--- config.mk ---
export PLATFORM = sky130hd
export DESIGN_NAME = iter_stream
export DESIGN_NICKNAME = d
export VERILOG_FILES = /design/src/rtl/iter_stream.sv
export SDC_FILE = /design/constraint.sdc
export NUM_CORES = 1
export LEC_CHECK = 0
export BUFFER_PORTS_ARGS = -buffer_cell sky130_fd_sc_hd__buf_2
export CAP_MARGIN = 10
export CORE_AREA = 2 2 39 41
export DETAILED_ROUTE_END_ITERATION = 8
export DIE_AREA = 0 0 41 43
export PLACE_DENSITY = 0.68
export SLEW_MARGIN = 25
export SYNTH_ARGS = -nofsm -noshare
export SYNTH_HDL_FRONTEND = slang
export SYNTH_SLANG_ARGS = --single-unit
export TNS_END_PERCENT = 10
--- constraint.sdc ---
create_clock -name clk -period 1.9 [get_ports clk]
set_clock_uncertainty 0.15 [all_clocks]
set_input_delay 0.19 -clock clk [delete_from_list [all_inputs] [get_ports clk]]
set_output_delay 0.19 -clock clk [all_outputs]
set_load 0.02 [all_outputs]
--- src/rtl/iter_stream.sv ---
// iter_stream: walks an index from 0 to MAX_VALUE once per start request and
// presents each index as a valid/ready beat, flagging the final beat with
// `last` and following the pass with a one-cycle `done` pulse.
// Optional feature: define ITER_STREAM_ABORT_EN to add the `abort` input,
// which cancels a pass in progress without a `done` pulse.
module iter_stream #(
  parameter int MAX_VALUE = 15,
  parameter int WIDTH     = (MAX_VALUE < 1) ? 1 : $clog2(MAX_VALUE + 1)
) (
  input  logic             clk,
  input  logic             reset,
  input  logic             start,
  output logic             busy,
  output logic [WIDTH-1:0] val,
  output logic             valid,
  input  logic             ready,
  output logic             last,
  output logic             done
`ifdef ITER_STREAM_ABORT_EN
  ,
  input  logic             abort
`endif
);

  typedef enum logic [1:0] {
    IDLE = 2'd0,
    RUN  = 2'd1,
    FIN  = 2'd2
  } state_e;

  localparam logic [WIDTH-1:0] MAX_IDX = WIDTH'(MAX_VALUE);

  state_e           state_q, state_d;
  logic [WIDTH-1:0] idx_q, idx_d;
  logic             valid_q, valid_d;
  logic             busy_q, busy_d;
  logic             last_q, last_d;
  logic             done_q, done_d;
  logic             xfer;

  assign xfer = valid_q && ready;

  // Next-state logic; every output is computed one cycle ahead so it leaves a flop.
  always_comb begin
    state_d = state_q;
    idx_d   = idx_q;
    valid_d = valid_q;
    busy_d  = busy_q;
    last_d  = last_q;
    done_d  = 1'b0;
    case (state_q)
      IDLE: begin
        if (start) begin
          state_d = RUN;
          idx_d   = '0;
          valid_d = 1'b1;
          busy_d  = 1'b1;
          last_d  = (MAX_IDX == '0);
        end
      end
      RUN: begin
        if (xfer) begin
          if (idx_q == MAX_IDX) begin
            state_d = FIN;
            valid_d = 1'b0;
            busy_d  = 1'b0;
            last_d  = 1'b0;
            done_d  = 1'b1;
          end else begin
            idx_d  = idx_q + WIDTH'(1);
            last_d = ((idx_q + WIDTH'(1)) == MAX_IDX);
          end
        end
`ifdef ITER_STREAM_ABORT_EN
        // Abort overrides everything, including a coincident final transfer.
        if (abort) begin
          state_d = IDLE;
          valid_d = 1'b0;
          busy_d  = 1'b0;
          last_d  = 1'b0;
          done_d  = 1'b0;
        end
`endif
      end
      FIN: begin
        state_d = IDLE;
      end
      default: begin
        state_d = IDLE;
        valid_d = 1'b0;
        busy_d  = 1'b0;
        last_d  = 1'b0;
      end
    endcase
  end

  // State and output registers, cleared asynchronously while reset is low.
  always_ff @(posedge clk or negedge reset) begin
    if (!reset) begin
      state_q <= IDLE;
      idx_q   <= '0;
      valid_q <= 1'b0;
      busy_q  <= 1'b0;
      last_q  <= 1'b0;
      done_q  <= 1'b0;
    end else begin
      state_q <= state_d;
      idx_q   <= idx_d;
      valid_q <= valid_d;
      busy_q  <= busy_d;
      last_q  <= last_d;
      done_q  <= done_d;
    end
  end

  assign val   = idx_q;
  assign valid = valid_q;
  assign busy  = busy_q;
  assign last  = last_q;
  assign done  = done_q;

endmodule
# --- Word level (Yosys, flattened, before mapping) ---
# Cells that the tools add are included.
word_totals:
  reg_bits: 9
  elab_cells: 41
  inputBits: 4
classes:
  reduce_logical: 7
  bitwise: 1
  muxes: 19
  n_eq_ne: 8
  addsub: 1
ops:
  columns: ["operator", "count"]
  rows:
  - ["4-bit two-way mux", 3]
  - ["1-bit two-way mux", 9]
  - ["4-bit equality test (second input constant)", 2]
  - ["2-bit != test (second input constant)", 4]
  - ["4-bit case mux with 2 select lines", 1]
  - ["4-bit AND reduction", 2]
  - ["2-bit two-way mux", 3]
  - ["1-bit case mux with 3 select lines", 2]
  - ["3-bit AND reduction", 2]
  - ["4-bit by 1-bit adder with 4-bit output (second input constant)", 1]
  - ["2-bit case mux with 2 select lines", 1]
  - ["2-bit by 1-bit equality test with 1-bit output (second input constant)", 1]
  - ["2-bit equality test (second input constant)", 1]
  - ["2-bit logical NOT", 1]
  - ["2-bit nonzero test", 1]
  - ["1-bit logical AND", 1]
  - ["1-bit inverter", 1]

# --- Logic depth before layout (Yosys ltp) ---
# Gate-level depths: netlist of the first run.
depth:
  ltp_word: 5
  mapped_depth: 4

# --- Least setup slack after synthesis of the first run ---
# No wires, ideal clock.
synth_timing:
  kind: "register -> register"
  startpoint: "reg idx_q[0], in the netlist val[0]"
  endpoint: "reg busy_q, in the netlist busy"
  stages_incl_launch_ff: 5
  slack_ns: 0.352
  path_buffers: 0
  setup_time_ns: 0.087
  required_ns: 1.663
  arrival_time_ns: 1.311
  period_less_slack_ns: 1.548
  path_cell_list: "dfrtp_1 > ha_1 > and3_1 > a211o_1 > o211ai_1"
synth_between:
  elab_chain_cells: 3
synth_lines:
  columns: ["item", "line", "rtl"]
  rows:
  - ["from (decl)", "34", "logic [WIDTH-1:0] idx_q, idx_d;"]
  - ["from (signal assigned)", "108", "idx_q <= idx_d;"]
  - ["4-bit equality test", "63", "if (idx_q == MAX_IDX) begin"]
  - ["2-bit != test (no line)", null, null]
  - ["4-bit AND reduction (no line)", null, null]
  - ["to (signal assigned)", "110", "busy_q <= busy_d;"]
  - ["to (decl)", "36", "logic busy_q, busy_d;"]
# No other way between the ends.
# A chain may end at the register's enable or synchronous reset.

# --- Worst setup path in the final report of the first run ---
layout_timing:
  startpoint: "reg idx_q[1], in the netlist val[1]"
  endpoint: "reg busy_q, in the netlist busy"
# The elaborated chain is that of the path after synthesis.

==> results by group, run 1 <==
Run status
  • Run status: complete, no violations

Synth
  • Yosys cell types: 27
  • Post-synth top area share: 0.425
  • Top cells by area, synth: dfrtp_1 42%, a2bb2oi_2 5.7%, ha_1 4.7%
  • Seq/Total Area, Yosys: 0.425
  • Yosys Warn Count: 0
  • Syn nets: 55
  • Flops & latches, synth: 9
  • Mean Syn Cell Area: ~11 µm²
  • Cell count after synthesis: 49
  • Synth Cell Area: 531 µm²
  • Yosys top cell by area: dfrtp_1

Die
  • Die X: 41 µm
  • Site Rows: 14
  • Floorplan Core Area: 1380 µm²
  • Die Y: 43 µm
  • Die area: 1760 µm²
  • Initial Util: 0.383
  • Boundary pin count: 12

CTS
  • Deepest clock path buffer count: 2
  • CTS Root Cell: clkbuf_4
  • Reg clk slew, reported paths: 0.06 ns
  • CTS Buf Count: 3
  • CTS tree: done
  • CTS H-Tree Depth: 1
  • Worst-Skew Late Latency: 0.26 ns
  • Postcts setup bufs: 0
  • Hold-fix buffers, CTS: 1
  • Post-CTS Resized: 0
  • Clock sink count: 9

STA
  • Fmax: 0.638 GHz
  • Crit share post-route: 0.825
  • Slew @ Worst Pin: approximately 0.32 ns
  • Fin. max-slew vios: 0
  • Setup violations, final: 0
  • Final Hold Violating Endpoints: 0
  • Fin Setup TNS: 0 ns
  • Slew HR: 0.788
  • Final min period: 1.57 ns
  • Final hold slack: 0.0816 ns
  • RSZ-0062 raised after global routing: false

Critical path
  • R2R Setup Slk: around 0.33 ns
  • Crit path max-delay family: flip-flops
  • Reg2reg end: busy
  • Slowest stage delay, CP: 0.43 ns
  • Crit-path cells: ha_1, and3_1, a211o_1, o211ai_1
  • Worst R2R Start: val[1]
  • WP data arrival: 1.59 ns
  • WP buf/inv: 0
  • Critical Path Start Type: flip-flop
  • Worst Setup End Kind: flip-flop
  • Crit path to: busy
  • CP Class: flip-flop to flip-flop
  • Crit Path Max Fanout: 6
  • R2r worst-path depth: 4
  • Critical path origin: val[1]
  • Crit-path slowest cell: dfrtp_1
  • CP required: about 1.9 ns
  • Stages on worst setup path: 4

Pwr
  • Clock network fraction of design power: 0.143
  • Net Sw Power: 0.468 mW
  • Combinational group share of total power: 0.507
  • Maximum VDD drop: 0.594 mV
  • Seq pwr share: 0.350
  • Pwr Density: 1680 nW/µm²
  • Sw Ratio: 0.446
  • Internal power: 0.580 mW
  • Leakage: 0.305 nW

Cells and area
  • Fillers: 140
  • Share of post-route cells with drive strength above 1: 0.333
  • Nets: 70
  • ANT cells: 0
  • Area grow syn2layout: 17.5%
  • Post-route core utilization: 0.450

Global route
  • Initial antenna violation count: 0
  • Overflow after GRT: 0
  • Global-route wire length before repair: between 1.5 and 2 mm
  • GR Util All Layers: 0.140
  • Number of global-route vias before repair: around 370
  • Pin count of the biggest net entering global routing: 11

Route
  • Number of vias per cell: 5.30
  • # DRC: 0
  • DR WL/cell: 13.0 µm
  • Post-route ant nets: 0
  • Drt total wl: 1.03 mm
  • Via count: 419
  • Initial detailed-routing violation count: 6
  • Total iterations of the first detailed-routing run: 4

Placement
  • # port buffers: 11
  • Placer congestion estimate: 0.748

Flow run
  • Max-Cap Viols: 0

Hold path
  • Worst hold path type: input port to flip-flop
==> cells in the mapped netlist <==
master and number:
a211o_1 1, a21boi_2 1, a21oi_2 1, a22oi_2 1, a2bb2oi_2 2, a311oi_1 1, a32o_1 1, and2_1 1
and3_1 1, buf_4 1, buf_6 1, dfrtp_1 9, ha_1 2, inv_1 4, mux2i_1 1, nand2_1 2
nand2b_1 2, nand3_1 2, nand4b_2 1, nor2_1 4, nor2b_1 2, o211ai_1 1, o21ai_0 1, o22ai_1 2
o31ai_1 1, or3b_4 1, xnor2_1 2
==> cell usage in the layout (no fill, tap or decap), types with 2 or more instances in the layout <==
cell type,count
a2bb2oi_2,2
buf_2,11
clkbuf_4,3
dfrtp_1,9
ha_1,2
inv_1,4
nand2_1,2
nand2b_1,2
nand3_1,2
nor2_1,4
nor2b_1,2
o22ai_1,2
xnor2_1,2
==> worst min-delay path by stage <==
stage	start	endpoint	cells past startpoint
2_1_floorplan	reset	busy	0
3_3_place_gp	reset	last	1
3_5_place_dp	reset	last	1
4_1_cts	start	state_q[0]	3
5_1_grt	start	state_q[0]	3
6_report	start	state_q[0]	3
==> tightest hold or removal path, stage by stage <==
cell	delay, ns
buf_2	0.11
nor2_1	0.09
a311oi_1	0.06
==> layout make-up <==
cell class / count / area, µm² / area share
clock buffers: 4 / 26.3 / 0.0422
multi-input cells: 34 / 272 / 0.436
inverters: 4 / 15.0 / 0.0241
flip-flops and latches: 9 / 225 / 0.361
repair buffers: 12 / 65.1 / 0.104
well taps: 16 / 20.0 / 0.0321
==> sequential cells by signal, summed over array words and instances (netlist names) <==
name and flops:
val 4, busy 1, state_q 2, done 1, last 1
==> routing by layer <==
layer | GRT usage | wire, µm | vias to the layer above | share of wire
met3 | 0.0314 | 34 | 4 | 0.033
met4 | 0.120 | 41 | 0 | 0.040
met1 | 0.161 | 444 | 205 | 0.43
met5 | 0 | 0 | - | 0
li1 | - | - | 203 | -
met2 | 0.206 | 509 | 7 | 0.49
==> power by group through the flow <==
stage          sequential (mW)  clock (mW)  combinational (mW)
2_1_floorplan            0.419           0               0.362
3_3_place_gp             0.366           0               0.523
3_5_place_dp             0.370           0               0.527
4_1_cts                  0.367       0.151               0.537
5_1_grt                  0.381       0.158               0.585
6_report                 0.367       0.149               0.532
==> cells by family (layout without fill, tap and decap cells) <==
kind of cell | count (synthesis) | in the layout | synth area share
AO/OA/AOI/OAI | 13 | 13 | 0.231
XOR/XNOR | 2 | 2 | 0.0330
AND/OR/NAND/NOR | 16 | 16 | 0.182
multiplexers | 1 | 1 | 0.0189
adder cells (fa/ha/maj) | 2 | 2 | 0.0472
flip-flops | 9 | 9 | 0.425
buffers and inverters | 6 | 20 | 0.0637
==> through the flow <==
step                      std cells  area, µm²  power [mW]  worst slack, ns
after floorplan                  49        531       0.781            0.352
after global placement           74        587       0.890            0.357
after detailed placement         74        587       0.897            0.362
after CTS                        79        623        1.06            0.339
after global routing             79        623        1.12            0.288
final                            79        623        1.05            0.333
(Power assumes the default switching activity.)
==> inputs of run 2 (changes only) <==
--- a/config.mk
+++ b/config.mk
@@ -10,7 +10,7 @@
 export CORE_AREA = 2 2 39 41
 export DETAILED_ROUTE_END_ITERATION = 8
 export DIE_AREA = 0 0 41 43
-export PLACE_DENSITY = 0.68
+export PLACE_DENSITY = 0.7
 export SLEW_MARGIN = 25
 export SYNTH_ARGS = -nofsm -noshare
 export SYNTH_HDL_FRONTEND = slang
==> constraint.sdc (replaced) <==
create_clock -name clk -period 1.4 [get_ports clk]
set_clock_uncertainty 0.15 [all_clocks]
set_input_delay 0.14 -clock clk [delete_from_list [all_inputs] [get_ports clk]]
set_output_delay 0.14 -clock clk [all_outputs]
set_load 0.02 [all_outputs]
==> results by group, run 2 (synthesis gave the netlist of run 1 again) <==
Cells and area
  • Commonest non-fill, non-tap cells in the layout: 11 x buf_2, 9 x buf_4, 6 x dfrtp_1, 4 x nor2_1, 4 x inv_1
  • Finished Layout Cells: 88 (+11%)
  • Share of post-route cells with drive strength above 1: 0.486 (+0.153)
  • Multi-input gate area: 298 µm² (+9.7%)
  • Max FFs per register: 4 (unchanged)
  • Area grow syn2layout: 35.8%
  • Fillers: 134 (-4.3%)
  • Nets: 79 (+13%)
  • ANT cells: 0 (unchanged)
  • FF+latch area: 229 µm² (+1.7%)
  • Fin area: 721 µm² (+16%)
  • Commonest non-fill, non-tap cell in the layout: buf_2
  • Post-route core utilization: 0.521 (+0.0705)

CTS
  • Reg clk slew, reported paths: 0.06 ns (about the same)
  • CTS H-Tree Depth: 1 (unchanged)
  • Worst-Skew Late Latency: 0.26 ns (about the same)
  • CTS Root Cell: clkbuf_4
  • CTS tree: done
  • Deepest clock path buffer count: 2 (unchanged)
  • CTS Buf Count: 3 (unchanged)
  • Clock sink count: 9 (unchanged)

STA
  • Final Hold Violating Endpoints: 0 (unchanged)
  • Slew HR: 0.818 (+0.0299)
  • Crit share post-route: 1.01 (+0.181)
  • RSZ-0062 raised after global routing: true
  • Final WS setup: -0.00812 ns (-0.341 ns)
  • Setup violations, final: 2 (+2)
  • Fin. max-slew vios: 0 (unchanged)
  • Fmax: 0.710 GHz (+11%)
  • Slew @ Worst Pin: 0.271 ns (-0.0472 ns)
  • Final min period: 1.41 ns (-0.159 ns)

Critical path
  • CP required: 1.38 ns (-0.54 ns)
  • Critical Path Start Type: flip-flop
  • Crit path max-delay family: simple AND/OR/NAND/NOR gates
  • Worst Setup End Kind: flip-flop
  • Crit-path cells: or3b_4, a22oi_2, o22ai_1
  • WP buf/inv: 0 (unchanged)
  • WP data arrival: 1.39 ns (-0.20 ns)
  • Crit-path slowest cell: or3b_4
  • Slowest stage delay, CP: 0.43 ns (about the same)
  • CP Class: flip-flop to flip-flop
  • Crit Path Max Fanout: 5 (-1)

Die
  • Boundary pin count: 12 (unchanged)
  • Initial Util: 0.383 (unchanged)
  • Site Rows: 14 (unchanged)
  • Die X: 41 µm (unchanged)
  • Die area: 1760 µm² (unchanged)
  • Floorplan Core Area: 1380 µm² (unchanged)
  • Die Y: 43 µm (unchanged)

Placement
  • Final HPWL DP: around 860 µm
  • Area after DPL: 652 µm² (+11%)
  • Placer congestion estimate: 0.764 (+2.0%)
  • # port buffers: 11 (unchanged)
  • Post-placement cell count: 80 (+8.1%)
  • Pre-CTS setup slack: -0.0462 ns (-0.408 ns)

Route
  • DR WL/cell: 12.9 µm (-0.98%)
  • Post-route ant nets: 0 (unchanged)
  • Drt total wl: 1.14 mm (+10%)
  • Via count: 450 (+7.4%)
  • Initial detailed-routing violation count: 3 (-3)
  • Number of vias per cell: 5.11 (-3.6%)
  • # DRC: 0 (unchanged)
  • Total iterations of the first detailed-routing run: 2 (-2)

Global route
  • Overflow after GRT: 0 (unchanged)
  • Number of global-route vias before repair: 417 (+13%)
  • Global-route wire length before repair: 1.79 mm (+14%)
  • GR Util All Layers: 0.150 (+0.0100)
  • Pin count of the biggest net entering global routing: 10 (-1)
  • Initial antenna violation count: 0 (unchanged)

Hold path
  • Worst hold path type: input port to flip-flop

Run status
  • Failing checks: negative setup slack
  • Run status: finished with violations

Pwr
  • Leakage: 0.347 nW (+14%)
  • Pwr Density: 2250 nW/µm² (+34%)
  • Final Power: 1.62 mW (+55%)
  • Maximum VDD drop: 0.921 mV (+55%)

Flow run
  • Max-Cap Viols: 0 (unchanged)
-- run 2: metrics by stage --
| step | hold WS (ns) | TNS (ns) |
|---|---|---|
| 6_report | 0.0197 | -0.00836 |
| 2_1_floorplan | -0.306 | -0.0175 |
| 3_5_place_dp | -0.139 | -0.0848 |
| 5_1_grt | 0.0203 | -0.111 |
| 4_1_cts | 0.0147 | -0.0101 |
| 3_3_place_gp | -0.145 | -0.0454 |
-- run 2: area by class of cell --
type / instances / area share
Multi-Input combinational cell: 34 / 0.413
Sequential cell: 9 / 0.318
Timing Repair Buffer: 21 / 0.184
Clock buffer: 4 / 0.0365
Tap cell: 16 / 0.0278
Inverter: 4 / 0.0208
-- run 2: final timing paths --
kind	start	to	slack, ns	cells past startpoint
worst min-delay path	start	state_q[0]	0.02	3
worst min register to register	last	last	0.34	1
worst max-delay path	state_q[1]	val[1]	-0.008	3
max in group asynchronous	reset	val[0]	0.78	2
min in group asynchronous	reset	busy	0.11	2
worst max register to register	state_q[1]	val[1]	-0.008	3
-- run 2: power by group --
| part | switching, mW | internal (mW) |
|---|---|---|
| logic | 0.481 | 0.463 |
| registers | 0.117 | 0.365 |
| clock network | 0.0893 | 0.110 |
-- run 2: tightest hold or removal path: stages --
cell,delay [ns]
buf_2,0.11
nor2_1,0.08
a311oi_1,0.06
-- run 2: repair_timing --
action / CTS / global route
pin swaps: 2 / 0
gates resized for setup: 2 / 0
setup endpoints to repair: 2 / 3
setup buffers: 3 / 0
gates cloned: 0 / 0
hold endpoints to repair: 9 / 0
hold buffers: 1 / 0
-- run 2: routing by layer --
metal  part of all wire  routed length (µm)  GRT usage
met1               0.45                 511      0.203
met2               0.50                 569      0.216
met3              0.039                  44     0.0314
met4             0.0070                   8     0.0800
met5                  0                   0          0
